$ cat src/rtl/fifo_pkg.sv
// Shared async-FIFO types and helpers: pointer type, depth and gray/binary conversions.
// Both conversion functions work on any pointer width up to 32 bits.
package fifo_pkg;

  localparam int unsigned FIFO_ADDR_WIDTH = 3;
  localparam int unsigned DEPTH           = 2 ** FIFO_ADDR_WIDTH;

  typedef logic [FIFO_ADDR_WIDTH:0] ptr_t;

  function automatic logic [31:0] width_mask(input int unsigned width);
    return (width >= 32) ? 32'hFFFF_FFFF : ((32'd1 << width) - 32'd1);
  endfunction

  function automatic logic [31:0] bin2gray(input logic [31:0] bin, input int unsigned width);
    logic [31:0] b;
    b = bin & width_mask(width);
    return b ^ (b >> 1);
  endfunction

  // Each binary bit is the XOR of all gray bits at and above it.
  function automatic logic [31:0] gray2bin(input logic [31:0] gray, input int unsigned width);
    logic [31:0] g;
    logic [31:0] b;
    g = gray & width_mask(width);
    b = g;
    for (int i = 1; i < 32; i++) begin
      b = b ^ (g >> i);
    end
    return b;
  endfunction

endpackage

$ cat src/rtl/gray_ptr_sync.sv
// Generic STAGES x WIDTH synchronizer for gray-coded pointers crossing a clock boundary.
// Synchronous active-low reset; a plain shift chain with no logic between stages.
module gray_ptr_sync #(
  parameter int WIDTH  = 4,
  parameter int STAGES = 2
) (
  input  logic             i_clk,
  input  logic             i_rst_n,
  input  logic [WIDTH-1:0] i_d,
  output logic [WIDTH-1:0] o_q
);

  logic [WIDTH-1:0] sync_q [STAGES];

  always_ff @(posedge i_clk) begin
    if (!i_rst_n) begin
      for (int i = 0; i < STAGES; i++) begin
        sync_q[i] <= '0;
      end
    end else begin
      sync_q[0] <= i_d;
      for (int i = 1; i < STAGES; i++) begin
        sync_q[i] <= sync_q[i-1];
      end
    end
  end

  assign o_q = sync_q[STAGES-1];

endmodule

$ cat src/rtl/wptr_full_sync.sv
// Write-domain full-flag generator: synchronizes the read gray pointer and registers full.
// Optional fill level / almost-full outputs are built when FIFO_WLEVEL_EN is defined.
module wptr_full_sync
  import fifo_pkg::*;
#(
  parameter int ADDR_WIDTH         = FIFO_ADDR_WIDTH,
  parameter int SYNC_STAGES        = 2,
  parameter int ALMOST_FULL_MARGIN = 2
) (
  input  logic                i_clk,
  input  logic                i_rst_n,
  input  logic [ADDR_WIDTH:0] i_rptr_gray,
  input  logic [ADDR_WIDTH:0] i_wgray_next,
  output logic [ADDR_WIDTH:0] o_rptr_sync,
  output logic                o_full,
  output logic [ADDR_WIDTH:0] o_level,
  output logic                o_almost_full
);

  logic [ADDR_WIDTH:0] rq;
  logic                full_nxt;

  gray_ptr_sync #(
    .WIDTH  (ADDR_WIDTH + 1),
    .STAGES (SYNC_STAGES)
  ) u_rptr_sync (
    .i_clk   (i_clk),
    .i_rst_n (i_rst_n),
    .i_d     (i_rptr_gray),
    .o_q     (rq)
  );

  assign o_rptr_sync = rq;

  // Full when write is exactly one lap ahead: top two gray bits inverted, rest equal.
  assign full_nxt = (i_wgray_next == {~rq[ADDR_WIDTH:ADDR_WIDTH-1], rq[ADDR_WIDTH-2:0]});

  always_ff @(posedge i_clk) begin
    if (!i_rst_n) begin
      o_full <= 1'b0;
    end else begin
      o_full <= full_nxt;
    end
  end

`ifdef FIFO_WLEVEL_EN
  typedef logic [ADDR_WIDTH:0] ptr_w_t;

  localparam ptr_w_t AF_THRESH = ptr_w_t'((2 ** ADDR_WIDTH) - ALMOST_FULL_MARGIN);

  ptr_w_t wbin;
  ptr_w_t rbin;
  ptr_w_t level_nxt;

  always_comb begin
    wbin      = ptr_w_t'(gray2bin(32'(i_wgray_next), ADDR_WIDTH + 1));
    rbin      = ptr_w_t'(gray2bin(32'(rq), ADDR_WIDTH + 1));
    level_nxt = wbin - rbin;
  end

  always_ff @(posedge i_clk) begin
    if (!i_rst_n) begin
      o_level       <= '0;
      o_almost_full <= 1'b0;
    end else begin
      o_level       <= level_nxt;
      o_almost_full <= (level_nxt >= AF_THRESH);
    end
  end
`else
  assign o_level       = '0;
  assign o_almost_full = 1'b0;
`endif

endmodule

$ cat config.mk
export PLATFORM = sky130hd
export DESIGN_NAME = wptr_full_sync
export DESIGN_NICKNAME = d
export VERILOG_FILES = /design/src/rtl/fifo_pkg.sv /design/src/rtl/gray_ptr_sync.sv /design/src/rtl/wptr_full_sync.sv
export SDC_FILE = /design/constraint.sdc
export NUM_CORES = 1
export LEC_CHECK = 0
export ABC_AREA = 1
export BUFFER_PORTS_ARGS = -buffer_cell sky130_fd_sc_hd__buf_2
export CAP_MARGIN = 30
export CORE_AREA = 3 3 40 42
export DETAILED_ROUTE_END_ITERATION = 16
export DIE_AREA = 0 0 43 45
export GPL_ROUTABILITY_DRIVEN = 0
export PLACE_DENSITY = 0.57
export REMOVE_ABC_BUFFERS = 1
export SLEW_MARGIN = 20
export SYNTH_ARGS = -nofsm -noshare
export SYNTH_HDL_FRONTEND = slang
export SYNTH_HIERARCHICAL = 1
export SYNTH_SLANG_ARGS = --single-unit
$ cat constraint.sdc
create_clock -name i_clk -period 0.8 [get_ports i_clk]
set_input_delay 0.08 -clock i_clk [delete_from_list [all_inputs] [get_ports i_clk]]
set_output_delay 0.08 -clock i_clk [all_outputs]
set_load 0.01 [all_outputs]
# After elaboration in Yosys (flattened, before gate mapping)
# Memories as Yosys holds them, arrays and structs flattened.
# Index checks and enable logic that the tools add are counted.
# Widths: inputs -> output; s select.
[op_classes]
eq_ne = 1
n_bitwise = 3
muxes = 4
[op_table]
columns = ["op", "n"]
rows = [
  ["$mux 4", 2],
  ["$eq 4x4->1", 1],
  ["$mux 1", 2],
  ["$not 2->2", 1],
  ["$or 1x1->1", 2],
]
[totals]
n_memories = 1
ramBits = 8
register_bits = 1
wordCells = 10
[mem_list]
columns = ["memory", "words", "word_bits", "read_ports", "rd_ports_with_merged_regs", "write_ports", "line", "source"]
rows = [
  ["u_rptr_sync.sync_q", 2, 4, 2, 0, 2, "gray_ptr_sync.sv:13", "logic [WIDTH-1:0] sync_q [STAGES];"],
]

# Depth between registers and ports, before layout
# An unclocked memory read counts as a cell.
[depth]
depth_word = 3
mapped_depth = 6

# Cells and area by module
# The synthesis kept the hierarchy.
[modules_own_cells]
columns = ["module", "n_inst", "cells_per_inst", "seq_area_each_um2", "area_per_inst_um2"]
rows = [
  ["gray_ptr_sync", 1, 29, 160.2, 255.2],
  ["wptr_full_sync", 1, 22, 20.0, 131.4],
]

# Least setup slack after synthesis
# No wires, ideal clock.
[synth_timing]
path_kind = "register to register"
from = "memory u_rptr_sync.sync_q[1][3] (netlist: u_rptr_sync/sync_q[0][7])"
to = "register o_full"
n_path_buf = 1
path_stages_with_launch = 5
setup_time_ns = 0.110
t_arrival_ns = 0.677
path_slack_ns = 0.013
cell_sequence = "dfxtp_1 > buf_4 > o21a_1 > nand2_1 > nor2_2"
[synth_lines]
columns = ["element", "line", "source"]
rows = [
  ["start: declaration", "gray_ptr_sync.sv:13", ""],
  ["end signal: assignment", "wptr_full_sync.sv:42", "o_full <= full_nxt;"],
  ["end: declaration", "wptr_full_sync.sv:15", "output logic o_full,"],
]

==> impl_results.html <==
<table>
<tr><th>Metric</th><th>Value</th></tr>
<tr><th colspan="2">Detailed routing</th></tr>
<tr><td>Average detailed-routed wire length per instance</td><td>between 6 and 7 um</td></tr>
<tr><td>Violation count after the first detailed-route iteration</td><td>2</td></tr>
<tr><td>Per-cell via count in the routed design</td><td>roughly 3.6</td></tr>
<tr><td>Post-route DRC violation count</td><td>0</td></tr>
<tr><td>First drt pass iteration count</td><td>2</td></tr>
<tr><td>Via count</td><td>between 200 and 300</td></tr>
<tr><td>Detailed Route WL</td><td>between 500 and 600 um</td></tr>
<tr><td>Routed Antenna Nets</td><td>0</td></tr>
<tr><th colspan="2">Min path</th></tr>
<tr><td>Worst min-delay path class</td><td>in -&gt; reg</td></tr>
<tr><td>Hold Crit Endpoint</td><td>u_rptr_sync/sync_q[0][4]$_SDFF_PN0_</td></tr>
<tr><td>Worst hold start</td><td>i_rst_n</td></tr>
<tr><td>Worst hold stages</td><td>3</td></tr>
<tr><th colspan="2">Synth</th></tr>
<tr><td>Proportion of synthesized chip area in sequential cells</td><td>0.466</td></tr>
<tr><td>Mean cell area of the mapped netlist</td><td>about 7.6 um2</td></tr>
<tr><td>Syn. warnings</td><td>6</td></tr>
<tr><td>Netlist area before placement</td><td>between 300 and 400 um2</td></tr>
<tr><td>Number of standard cells after synthesis</td><td>51</td></tr>
<tr><td>Post-synth cell types</td><td>10</td></tr>
<tr><td>Flip-flop and latch count after synthesis</td><td>9</td></tr>
<tr><th colspan="2">Worst setup path</th></tr>
<tr><td>R2R depth</td><td>4</td></tr>
<tr><td>Series of cell instances along the critical path</td><td>buf_6</td></tr>
<tr><td>Classification of the worst setup path</td><td>reg -&gt; out</td></tr>
<tr><td>Data arrival time of the critical path</td><td>~0.70 ns</td></tr>
<tr><td>Cell family with the largest share of critical-path delay</td><td>flip-flops</td></tr>
<tr><td>Endpoint of the worst register-to-register path</td><td>o_full$_SDFF_PN0_</td></tr>
<tr><td>Delay of the slowest cell on the worst path</td><td>around 0.33 ns</td></tr>
<tr><td>Highest fanout seen on the critical path</td><td>3</td></tr>
<tr><td>Reg-to-Reg Start</td><td>u_rptr_sync/sync_q[0][6]$_SDFF_PN0_</td></tr>
<tr><td>Count of buffer and inverter cells on the critical path</td><td>1</td></tr>
<tr><td>CP Launch Type</td><td>flop</td></tr>
<tr><td>Cell with the largest stage delay on the worst path</td><td>sky130_fd_sc_hd__dfxtp_2</td></tr>
<tr><td>Required time of the worst setup path</td><td>roughly 0.7 ns</td></tr>
<tr><td>R2R setup slack</td><td>~0.09 ns</td></tr>
<tr><td>Kind of end point of the critical path</td><td>output pin</td></tr>
<tr><th colspan="2">Power and ir drop</th></tr>
<tr><td>Sequential share of power</td><td>0.510</td></tr>
<tr><td>Share of power burned in the clock network</td><td>0.369</td></tr>
<tr><td>Total internal power</td><td>about 0.72 mW</td></tr>
<tr><td>Switching Fraction</td><td>0.239</td></tr>
<tr><td>Maximum resistive drop on vdd</td><td>approximately 900 uV</td></tr>
<tr><td>Logic gate share of total power</td><td>0.121</td></tr>
<tr><td>Switching power</td><td>roughly 0.22 mW</td></tr>
<tr><td>Leakage power summed over all cells</td><td>0.309 nW</td></tr>
<tr><td>Total power per unit cell area</td><td>~1800 nW/um2</td></tr>
<tr><th colspan="2">Run</th></tr>
<tr><td># Max-Cap Violations</td><td>0</td></tr>
<tr><th colspan="2">STA</th></tr>
<tr><td>Highest Clock Rate</td><td>1280 MHz</td></tr>
<tr><td>Largest clock skew in the final design</td><td>about 0.0025 ns</td></tr>
<tr><td>TNS Setup</td><td>0 ns</td></tr>
<tr><td>Portion of the clock cycle consumed by the worst path in the final layout</td><td>0.977</td></tr>
<tr><td>Final Hold Fails</td><td>0</td></tr>
<tr><td>Total of endpoints with negative setup slack in the final report</td><td>0</td></tr>
<tr><td>RSZ-0062 raised after global routing</td><td>true</td></tr>
<tr><td>Minimum clock period after layout</td><td>around 0.78 ns</td></tr>
<tr><td>Final Slew Violations</td><td>0</td></tr>
<tr><th colspan="2">Die</th></tr>
<tr><td>Area enclosed by the die boundary</td><td>about 1900 um2</td></tr>
<tr><td>Number of I/O pins</td><td>20</td></tr>
<tr><td>Standard cell core area</td><td>1280 um2</td></tr>
<tr><td>Initial Util</td><td>0.301</td></tr>
<tr><td>Die height</td><td>between 40 and 50 um</td></tr>
<tr><td>Horiz. Die Dim</td><td>around 43 um</td></tr>
<tr><td>Count of standard-cell rows</td><td>13</td></tr>
<tr><th colspan="2">Global routing</th></tr>
<tr><td>First-pass GRT wire length</td><td>945 um</td></tr>
<tr><td>Global-route usage over all layers</td><td>0.0678</td></tr>
<tr><td>Global route overflow</td><td>0</td></tr>
<tr><td>Antenna violations before repair</td><td>0</td></tr>
<tr><td>Maximum number of pins on one net before global-route repair</td><td>10</td></tr>
<tr><td>Via count of the first global-routing pass</td><td>roughly 270</td></tr>
<tr><th colspan="2">Clock network</th></tr>
<tr><td>Clock Tree Buf Depth</td><td>2</td></tr>
<tr><td>Clock Latency Late Sink</td><td>0.26 ns</td></tr>
<tr><td>Post-CTS setup buffer count</td><td>0</td></tr>
<tr><td>TritonCTS Buffers</td><td>3</td></tr>
<tr><td>Clk slew on worst S/H paths</td><td>0.06 ns</td></tr>
<tr><td>Clock sink total</td><td>9</td></tr>
<tr><td>Clock tree from TritonCTS</td><td>built</td></tr>
<tr><td>Clock tree root driver cell</td><td>sky130_fd_sc_hd__clkbuf_4</td></tr>
<tr><td>Depth of the CTS H-tree</td><td>1</td></tr>
<tr><th colspan="2">Placement</th></tr>
<tr><td>Count of input and output buffers</td><td>14</td></tr>
<tr><td>Post-placement cell area</td><td>418 um2</td></tr>
<tr><td>Half-perimeter wire length after detailed placement</td><td>409 um</td></tr>
<tr><th colspan="2">Layout</th></tr>
<tr><td>Total Nets Final</td><td>78</td></tr>
<tr><td>Fillcell total</td><td>141</td></tr>
<tr><td>Area growth, synth to finish</td><td>33.3%</td></tr>
<tr><td># diodes</td><td>0</td></tr>
<tr><td>Cell area after layout</td><td>515 um2</td></tr>
<tr><td>Layout cell share with drive strength beyond 1</td><td>0.358</td></tr>
<tr><th colspan="2">Run status</th></tr>
<tr><td>Run status</td><td>complete, no violations</td></tr>
</table>
[power groups by stage]
| stage | Combinational [mW] | Clock [mW] | Sequential, mW |
|---|---|---|---|
| 3_3_place_gp | 0.0892 | 0 | 0.486 |
| 2_1_floorplan | 0.0446 | 0 | 0.490 |
| 3_5_place_dp | 0.0910 | 0 | 0.486 |
| 6_report | 0.114 | 0.346 | 0.479 |
| 4_1_cts | 0.112 | 0.363 | 0.479 |
| 5_1_grt | 0.131 | 0.376 | 0.482 |
[sequential cells by signal, summed over array words and instances, names as in the netlist]
name                cells
o_full                  1
u_rptr_sync/sync_q      8
[Yosys cell counts]
master | n | area share
sky130_fd_sc_hd__nor2_1 | 1 | 0.0097
sky130_fd_sc_hd__nor2_2 | 2 | 0.032
sky130_fd_sc_hd__o21a_1 | 1 | 0.019
sky130_fd_sc_hd__dfxtp_1 | 9 | 0.47
sky130_fd_sc_hd__nand2_1 | 16 | 0.16
sky130_fd_sc_hd__inv_1 | 10 | 0.097
sky130_fd_sc_hd__conb_1 | 1 | 0.0097
sky130_fd_sc_hd__buf_4 | 9 | 0.17
sky130_fd_sc_hd__xnor2_1 | 1 | 0.023
sky130_fd_sc_hd__buf_2 | 1 | 0.013
[cells by family after synthesis]
| kind of cell | after synthesis | share of synthesized area |
|---|---|---|
| other cells | 1 | 0.00970 |
| xor+xnor | 1 | 0.0227 |
| flops | 9 | 0.466 |
| simple gates | 19 | 0.197 |
| compound gates | 1 | 0.0194 |
| buf+inv | 20 | 0.285 |
[layout make-up]
| type | count | area [um2] | area share |
|---|---|---|---|
| clock buffer | 3 | 22.5 | 0.0437 |
| clock inverter | 1 | 5.00 | 0.00971 |
| inverter | 10 | 37.5 | 0.0728 |
| multi-input combinational | 26 | 111 | 0.216 |
| sequential | 9 | 185 | 0.359 |
| tap | 15 | 18.8 | 0.0364 |
| timing repair buffer | 18 | 135 | 0.262 |
[routing by layer]
layer	GRT usage	vias up	wire length, um
li1	-	160	-
met1	0.0686	121	226
met2	0.111	14	264
met3	0.0518	0	81
met4	0.0181	0	0
met5	0	-	0
[placed cells by master, fill, tap and decap left out]
cell type / n
sky130_fd_sc_hd__buf_6: 4
sky130_fd_sc_hd__xnor2_1: 1
sky130_fd_sc_hd__nand2_1: 16
sky130_fd_sc_hd__nor2_2: 2
sky130_fd_sc_hd__buf_2: 10
sky130_fd_sc_hd__dfxtp_1: 5
sky130_fd_sc_hd__conb_1: 5
sky130_fd_sc_hd__nor2_1: 1
sky130_fd_sc_hd__o21a_1: 1
sky130_fd_sc_hd__dlygate4sd3_1: 4
sky130_fd_sc_hd__dfxtp_2: 4
sky130_fd_sc_hd__clkinv_2: 1
sky130_fd_sc_hd__clkbuf_4: 3
sky130_fd_sc_hd__inv_1: 10
[tightest hold or removal path, stage by stage]
cell                      delay [ns]
sky130_fd_sc_hd__buf_2          0.15
sky130_fd_sc_hd__nand2_1        0.07
sky130_fd_sc_hd__inv_1          0.03
[how the worst max path moves through the flow]
| stage | endpoint | slack, ns | from | cells past startpoint |
|---|---|---|---|---|
| 2_1_floorplan | o_full$_SDFF_PN0_ | 0.07 | u_rptr_sync/sync_q[0][6]$_SDFF_PN0_ | 5 |
| 3_3_place_gp | o_full$_SDFF_PN0_ | 0.11 | u_rptr_sync/sync_q[0][7]$_SDFF_PN0_ | 3 |
| 3_5_place_dp | o_full$_SDFF_PN0_ | 0.09 | u_rptr_sync/sync_q[0][6]$_SDFF_PN0_ | 5 |
| 4_1_cts | o_rptr_sync[3] | 0.001 | u_rptr_sync/sync_q[0][7]$_SDFF_PN0_ | 1 |
| 5_1_grt | o_rptr_sync[0] | -0.03 | u_rptr_sync/sync_q[0][4]$_SDFF_PN0_ | 1 |
| 6_report | o_rptr_sync[0] | 0.02 | u_rptr_sync/sync_q[0][4]$_SDFF_PN0_ | 1 |
[metrics by stage]
stage	hold WS [ns]	setup WS [ns]	total power, mW	instances	utilization
6_report	0.101	0.0182	0.940	82	0.401
5_1_grt	0.132	-0.0253	0.988	82	0.401
4_1_cts	0.0913	0.000956	0.954	82	0.396
3_5_place_dp	0.265	0.0879	0.577	74	0.325
3_3_place_gp	0.259	0.110	0.575	74	0.325
2_1_floorplan	0.173	0.0712	0.535	45	-
[what timing repair did]
| action | CTS | global route |
|---|---|---|
| gates resized for setup | 7 | 1 |
| endpoints found under the setup margin | 4 | 5 |
| hold endpoints to repair | 4 | 0 |
| hold buffers | 4 | 0 |
Note: power is estimated with default switching activity, not from simulation.
